$ cat config.mk
export PLATFORM = sky130hd
export DESIGN_NAME = frame_capture_sequencer
export DESIGN_NICKNAME = d
export VERILOG_FILES = /design/src/rtl/frame_capture_sequencer.sv
export SDC_FILE = /design/constraint.sdc
export NUM_CORES = 1
export LEC_CHECK = 0
export CELL_PAD_IN_SITES_DETAIL_PLACEMENT = 1
export CELL_PAD_IN_SITES_GLOBAL_PLACEMENT = 1
export CORE_MARGIN = 3
export CORE_UTILIZATION = 33
export DETAILED_ROUTE_END_ITERATION = 10
export GPL_TIMING_DRIVEN = 1
export PLACE_DENSITY_LB_ADDON = 0.12
export SYNTH_ARGS = -nofsm -noshare
export SYNTH_HDL_FRONTEND = slang
export SYNTH_SLANG_ARGS = --single-unit
$ cat constraint.sdc
create_clock -name clk -period 2.03 [get_ports clk]
set_input_delay 0.406 -clock clk [delete_from_list [all_inputs] [get_ports clk]]
set_output_delay 0.406 -clock clk [all_outputs]
set_load 0.02 [all_outputs]
$ cat src/rtl/frame_capture_sequencer.sv
// Paces sensor FSIN triggers and gates the histogram engine to whole MIPI frames.
// Define CAPTURE_SKIP_FIRST_EN to discard the first frame after every accepted start.
module frame_capture_sequencer #(
  parameter int FSIN_PERIOD  = 3320000,
  parameter int FSIN_PULSE_W = 16,
  parameter int FV_TIMEOUT   = 4000000,
  parameter int CNT_W        = 24
) (
  input  logic       clk,
  input  logic       reset_n_i,
  input  logic       start_i,
  input  logic       stop_i,
  input  logic [7:0] num_frames_i,
  input  logic       frame_valid_i,
  input  logic       hist_busy_i,
  output logic       fsin_o,
  output logic       hist_en_o,
  output logic       busy_o,
  output logic       done_o,
  output logic       timeout_o,
  output logic       overrun_o,
  output logic [7:0] frame_cnt_o
);

  typedef enum logic [2:0] {IDLE, TRIG, ARM, WAIT_FV, CAPTURE, DRAIN, GAP} state_t;

  localparam logic [CNT_W-1:0] PULSE_LAST  = CNT_W'(FSIN_PULSE_W - 1);
  localparam logic [CNT_W-1:0] PERIOD_LAST = CNT_W'(FSIN_PERIOD - 1);
  localparam logic [CNT_W-1:0] OVR_THR     = CNT_W'(FSIN_PERIOD - 2);
  localparam logic [CNT_W-1:0] TMO_LAST    = CNT_W'(FV_TIMEOUT - 1);
  localparam logic [CNT_W-1:0] CNT_MAX     = {CNT_W{1'b1}};

  state_t           state, state_nxt;
  logic [CNT_W-1:0] elapsed;
  logic [7:0]       num_frames_q;
  logic             fv_q, stop_pend, skip_q, skip_nxt;
  logic             rise, fall, tmo_hit, burst_done;
  logic             accept, frame_inc, pend_set, done_nxt, set_tmo, set_ovr;

  assign rise       = frame_valid_i & ~fv_q;
  assign fall       = ~frame_valid_i & fv_q;
  assign tmo_hit    = (elapsed == TMO_LAST);
  assign burst_done = (num_frames_q != 8'd0) && (frame_cnt_o == num_frames_q) && !skip_q;

  always_comb begin
    state_nxt = state;
    accept    = 1'b0;
    frame_inc = 1'b0;
    pend_set  = 1'b0;
    done_nxt  = 1'b0;
    set_tmo   = 1'b0;
    set_ovr   = 1'b0;
    case (state)
      IDLE: begin
        if (start_i && !stop_i) begin
          accept    = 1'b1;
          state_nxt = TRIG;
        end
      end
      TRIG: begin
        if (stop_i)                    state_nxt = IDLE;
        else if (elapsed >= PULSE_LAST) state_nxt = ARM;
      end
      // Never arm on a frame that is already in flight.
      ARM: begin
        if (stop_i) state_nxt = IDLE;
        else if (tmo_hit) begin
          set_tmo   = 1'b1;
          state_nxt = IDLE;
        end else if (!frame_valid_i) state_nxt = WAIT_FV;
      end
      WAIT_FV: begin
        if (stop_i) state_nxt = IDLE;
        else if (tmo_hit) begin
          set_tmo   = 1'b1;
          state_nxt = IDLE;
        end else if (rise) state_nxt = CAPTURE;
      end
      CAPTURE: begin
        pend_set = stop_i;
        if (fall) begin
          frame_inc = !skip_q;
          state_nxt = DRAIN;
        end
      end
      DRAIN: begin
        pend_set = stop_i;
        if (!hist_busy_i) begin
          if (burst_done || stop_pend || stop_i) begin
            done_nxt  = 1'b1;
            state_nxt = IDLE;
          end else begin
            // GAP is entered one count later, so this flags a late frame on entry.
            set_ovr   = (elapsed >= OVR_THR);
            state_nxt = GAP;
          end
        end
      end
      GAP: begin
        if (stop_i || stop_pend) begin
          done_nxt  = 1'b1;
          state_nxt = IDLE;
        end else if (elapsed >= PERIOD_LAST) state_nxt = TRIG;
      end
      default: state_nxt = IDLE;
    endcase
  end

`ifdef CAPTURE_SKIP_FIRST_EN
  always_comb begin
    skip_nxt = skip_q;
    if (accept) skip_nxt = 1'b1;
    else if (state_nxt == IDLE || (state == DRAIN && state_nxt != DRAIN)) skip_nxt = 1'b0;
  end

  always_ff @(posedge clk or negedge reset_n_i) begin
    if (!reset_n_i) skip_q <= 1'b0;
    else            skip_q <= skip_nxt;
  end
`else
  assign skip_nxt = 1'b0;
  assign skip_q   = 1'b0;
`endif

  always_ff @(posedge clk or negedge reset_n_i) begin
    if (!reset_n_i) begin
      state        <= IDLE;
      elapsed      <= '0;
      num_frames_q <= 8'd0;
      fv_q         <= 1'b0;
      stop_pend    <= 1'b0;
      fsin_o       <= 1'b0;
      hist_en_o    <= 1'b0;
      busy_o       <= 1'b0;
      done_o       <= 1'b0;
      timeout_o    <= 1'b0;
      overrun_o    <= 1'b0;
      frame_cnt_o  <= 8'd0;
    end else begin
      state <= state_nxt;
      fv_q  <= frame_valid_i;
      // One elapsed counter serves both the FSIN period and the frame timeout.
      if (state_nxt == TRIG && state != TRIG) elapsed <= '0;
      else if (state == IDLE)                 elapsed <= '0;
      else if (elapsed != CNT_MAX)            elapsed <= elapsed + CNT_W'(1);
      if (accept) num_frames_q <= num_frames_i;
      if (accept)          frame_cnt_o <= 8'd0;
      else if (frame_inc)  frame_cnt_o <= frame_cnt_o + 8'd1;
      if (accept || state_nxt == IDLE) stop_pend <= 1'b0;
      else if (pend_set)               stop_pend <= 1'b1;
      if (accept)       timeout_o <= 1'b0;
      else if (set_tmo) timeout_o <= 1'b1;
      if (accept)       overrun_o <= 1'b0;
      else if (set_ovr) overrun_o <= 1'b1;
      fsin_o    <= (state_nxt == TRIG);
      hist_en_o <= (state_nxt == WAIT_FV || state_nxt == CAPTURE) && !skip_nxt;
      busy_o    <= (state_nxt != IDLE);
      done_o    <= done_nxt;
    end
  end

endmodule

==> out/qor.txt, run 1 <==
Largest net degree at the start of global routing: 52
Count of fill cells added during filler insertion: 947
Post-synthesis share of cell area spent on and, or, nand and nor gates: 27.6%
Maximum ir drop on the vdd rail: 0.270 mV
Insertion delay of the later-clocked pin in the worst-skew pair: 0.31 ns
Main combinational cell family by area after synthesis: simple AND/OR/NAND/NOR gates
GR Overflow Total: 0
Share of synthesized registers carrying an async set or reset: 100%
Clk pin slew, worst setup/hold paths: 0.10 ns
Number of global-route vias before repair: 2,687
Leading cell type in the layout, fill and taps excluded: sky130_fd_sc_hd__buf_4
Vias after detailed routing: 2,503
Number of flops mapped to enable cells by yosys: 0
Critical Path RT: 2.26 ns
Die width: 99.9 µm
Antenna violations before repair: 0
Final slew viol count: 0
Die Area: 0.00998 mm²
Max transition margin: 75.6%
Post-synthesis average cell area: 9.90 µm²
Starting density of the core: 34.7%
Period utilization: 103%
Global placer's final weighted congestion: 0.850
Number of sinks driven by the clock tree: 51
Wire length of the first global-routing pass: 13,500 µm
Total nets after synthesis: 311
Violated checks: negative setup slack
Worst-path maximum fanout: 3
Share of synthesized area occupied by flip-flops and latches: 43.9%
Iteration-0 DRC count of the detailed router: 80
Count of synthesis-stage warnings from yosys: 0
Hold-fix buffers, CTS: 0
Flip-flop cell with the highest count after synthesis: sky130_fd_sc_hd__dfrtp_1
Number of vias per cell: 5.15
Proportion of synthesized area in mux cells: 3.78%
Critical path capture point type: flop
I/O pin count: 28
Smallest hold slack: 0.0717 ns
Number of buffers inserted during clock tree synthesis: 5
Root buffer cell: sky130_fd_sc_hd__clkbuf_8
Minimum clock period after layout: 2.08 ns
Core region area: 0.00838 mm²
Final setup skew: 0.00861 ns
Total standard cell area after synthesis: 0.00291 mm²
Aggregate routed wire length: 8450 µm
Placed wire-length estimate: 5880 µm
Top achievable clock speed: 0.480 GHz
Worst slew pin tran: 0.363 ns
All-layer global routing usage: 16.9%
Synth cell types: 55
Port Buffers: 27
Net count reported at finish: 397
Leakage dissipation: 1.74 nW
Chip Height: 99.9 µm
Average wire per standard cell: 17.4 µm
CTS tree: yes
Arrival time of the worst setup path: 2.31 ns
Share of final-layout standard cells stronger than drive strength 1: 34.4%
# diodes: 0
Outcome: complete, but fails checks
XOR/XNOR share of the synthesized area: 9.93%
Kind of start point of the critical path: flop
Residual DRC: 0
Fin util: 48.8%
Power density relative to cell area: 501 mW/mm²
Yosys reg bits: 51
Final setup slack of the worst path: -0.0526 ns
Number of nets with antenna violations after routing: 0
Most frequent cells in the layout: sky130_fd_sc_hd__buf_4 (67), sky130_fd_sc_hd__dfrtp_1 (49), sky130_fd_sc_hd__nor2_1 (45), sky130_fd_sc_hd__clkdlybuf4s50_1 (26), sky130_fd_sc_hd__xor2_1 (18)
Post-synthesis adder-cell area fraction: 1.29%
Share of the synthesized area in compound gates (AO/OA/AOI/OAI): 9.63%
Max-capacitance violation count: 0
Deepest level of the CTS H-tree: 2
Type of the setup path with the least slack: reg2reg
Setup TNS Final: -0.0779 ns
Area overhead of the layout relative to synthesis: 40.6%
Hold crit path type: in2async
Clock tree buffer depth: 2
Total setup violations reported at the end of the flow: 2
Cell row count: 33
Cells after Synth: 294
Unrepaired setup endpoints after global routing: yes
Number of endpoints with negative hold slack in the final report: 0
Number of detailed-routing iterations run before antenna repair: 5
==> sequential cells by signal, summed over array words and instances (netlist names) <==
signal and flops:
overrun_o 1, fsin_o 1, fv_q 1, frame_cnt_o 8, timeout_o 1, hist_en_o 1, elapsed 24, done_o 1
num_frames_q 8, stop_pend 1, state 3, busy_o 1
==> Yosys cell counts, drive strengths merged (2+ instances only) <==
| cell type | n | area (µm²) |
|---|---|---|
| a211oi | 2 | 15.0 |
| a21oi | 8 | 40.0 |
| a311oi | 3 | 43.8 |
| a31oi | 2 | 12.5 |
| and3 | 9 | 56.3 |
| and4 | 5 | 43.8 |
| buf | 11 | 61.3 |
| clkbuf | 8 | 31.3 |
| dfrtp | 51 | 1280 |
| ha | 3 | 37.5 |
| inv | 6 | 22.5 |
| mux2 | 8 | 90.1 |
| mux2i | 2 | 20.0 |
| nand2 | 15 | 58.8 |
| nand2b | 3 | 18.8 |
| nand3 | 17 | 90.1 |
| nand3b | 3 | 22.5 |
| nand4 | 11 | 68.8 |
| nand4b | 2 | 17.5 |
| nor2 | 46 | 173 |
| nor2b | 2 | 12.5 |
| nor3 | 8 | 56.3 |
| nor3b | 3 | 22.5 |
| nor4 | 8 | 86.3 |
| o21ai | 3 | 15.0 |
| o22ai | 3 | 18.8 |
| or4 | 3 | 22.5 |
| xnor2 | 15 | 131 |
| xor2 | 18 | 158 |
==> where the power goes <==
part / internal, W / switching (W)
registers: 0.00106 / 0.0000421
clock network: 0.000280 / 0.000351
logic: 0.000163 / 0.000153
==> repair_timing <==
action	CTS	global route
buffers inserted	5	3
endpoints found under the hold margin	0	0
pin swaps	9	9
gates resized for setup	9	30
setup endpoints to repair	9	27
cloned	0	1
==> cell type report <==
cell class	count	area, µm²	share of cell area (%)
clock buffers	7	86.3	2.11
clock inverters	1	8.76	0.214
inverters	6	22.5	0.550
multi-input cells	218	1710	41.8
flip-flops and latches	51	1280	31.3
well taps	105	131	3.21
repair buffers	98	853	20.9
==> worst paths after layout <==
| kind | start | end | slack, ns | cells past startpoint |
|---|---|---|---|---|
| worst max-delay path | elapsed[14] | fsin_o | -0.05 | 7 |
| worst min-delay path | reset_n_i | elapsed[11] | 0.07 | 2 |
| worst max register to register | elapsed[14] | fsin_o | -0.05 | 7 |
| worst min register to register | timeout_o | timeout_o | 0.52 | 2 |
| max in group asynchronous | reset_n_i | num_frames_q[4] | 1.72 | 2 |
| min in group clk | timeout_o | timeout_o | 0.52 | 2 |
==> stage by stage <==
| step | worst slack (ns) | instance area, µm² | std cells | power [W] |
|---|---|---|---|---|
| 5_1_grt | -0.156 | 4090 | 486 | 0.00217 |
| 4_1_cts | -0.0267 | 3890 | 482 | 0.00206 |
| 6_report | -0.0526 | 4090 | 486 | 0.00205 |
| 3_5_place_dp | -0.187 | 3720 | 469 | 0.00141 |
| 2_1_floorplan | 0.0631 | 2910 | 294 | 0.00125 |
| 3_3_place_gp | -0.139 | 3720 | 469 | 0.00140 |
==> worst max-delay path, stage by stage, from the launching register on <==
cell	delay, ns
sky130_fd_sc_hd__dfrtp_2	0.45
sky130_fd_sc_hd__nor4_4	0.35
sky130_fd_sc_hd__buf_4	0.17
sky130_fd_sc_hd__nand4_1	0.13
sky130_fd_sc_hd__or3_4	0.44
sky130_fd_sc_hd__o211ai_2	0.10
sky130_fd_sc_hd__o21bai_2	0.18
sky130_fd_sc_hd__nor3b_2	0.19
==> layer usage <==
| layer | track usage [%] | vias up | routed length, µm |
|---|---|---|---|
| li1 | - | 1208 | - |
| met1 | 22.3 | 1245 | 3770 |
| met2 | 29.1 | 38 | 4380 |
| met3 | 2.71 | 12 | 174 |
| met4 | 3.89 | 0 | 128 |
| met5 | 0 | - | 0 |
==> kinds of logic after synthesis <==
group / after synthesis
AND/OR/NAND/NOR: 140
flip-flops: 51
adder cells (fa/ha/maj): 3
AO/OA/AOI/OAI: 32
buffers and inverters: 25
multiplexers: 10
XOR/XNOR: 33
No activity file was read; power rests on OpenSTA's default activity.
==> inputs of run 2 (changes only) <==
CTS_CLUSTER_SIZE = 10   (was unset)
==> results of run 2 <==
The final DEF is identical to that of run 1; final timing and power are the same.
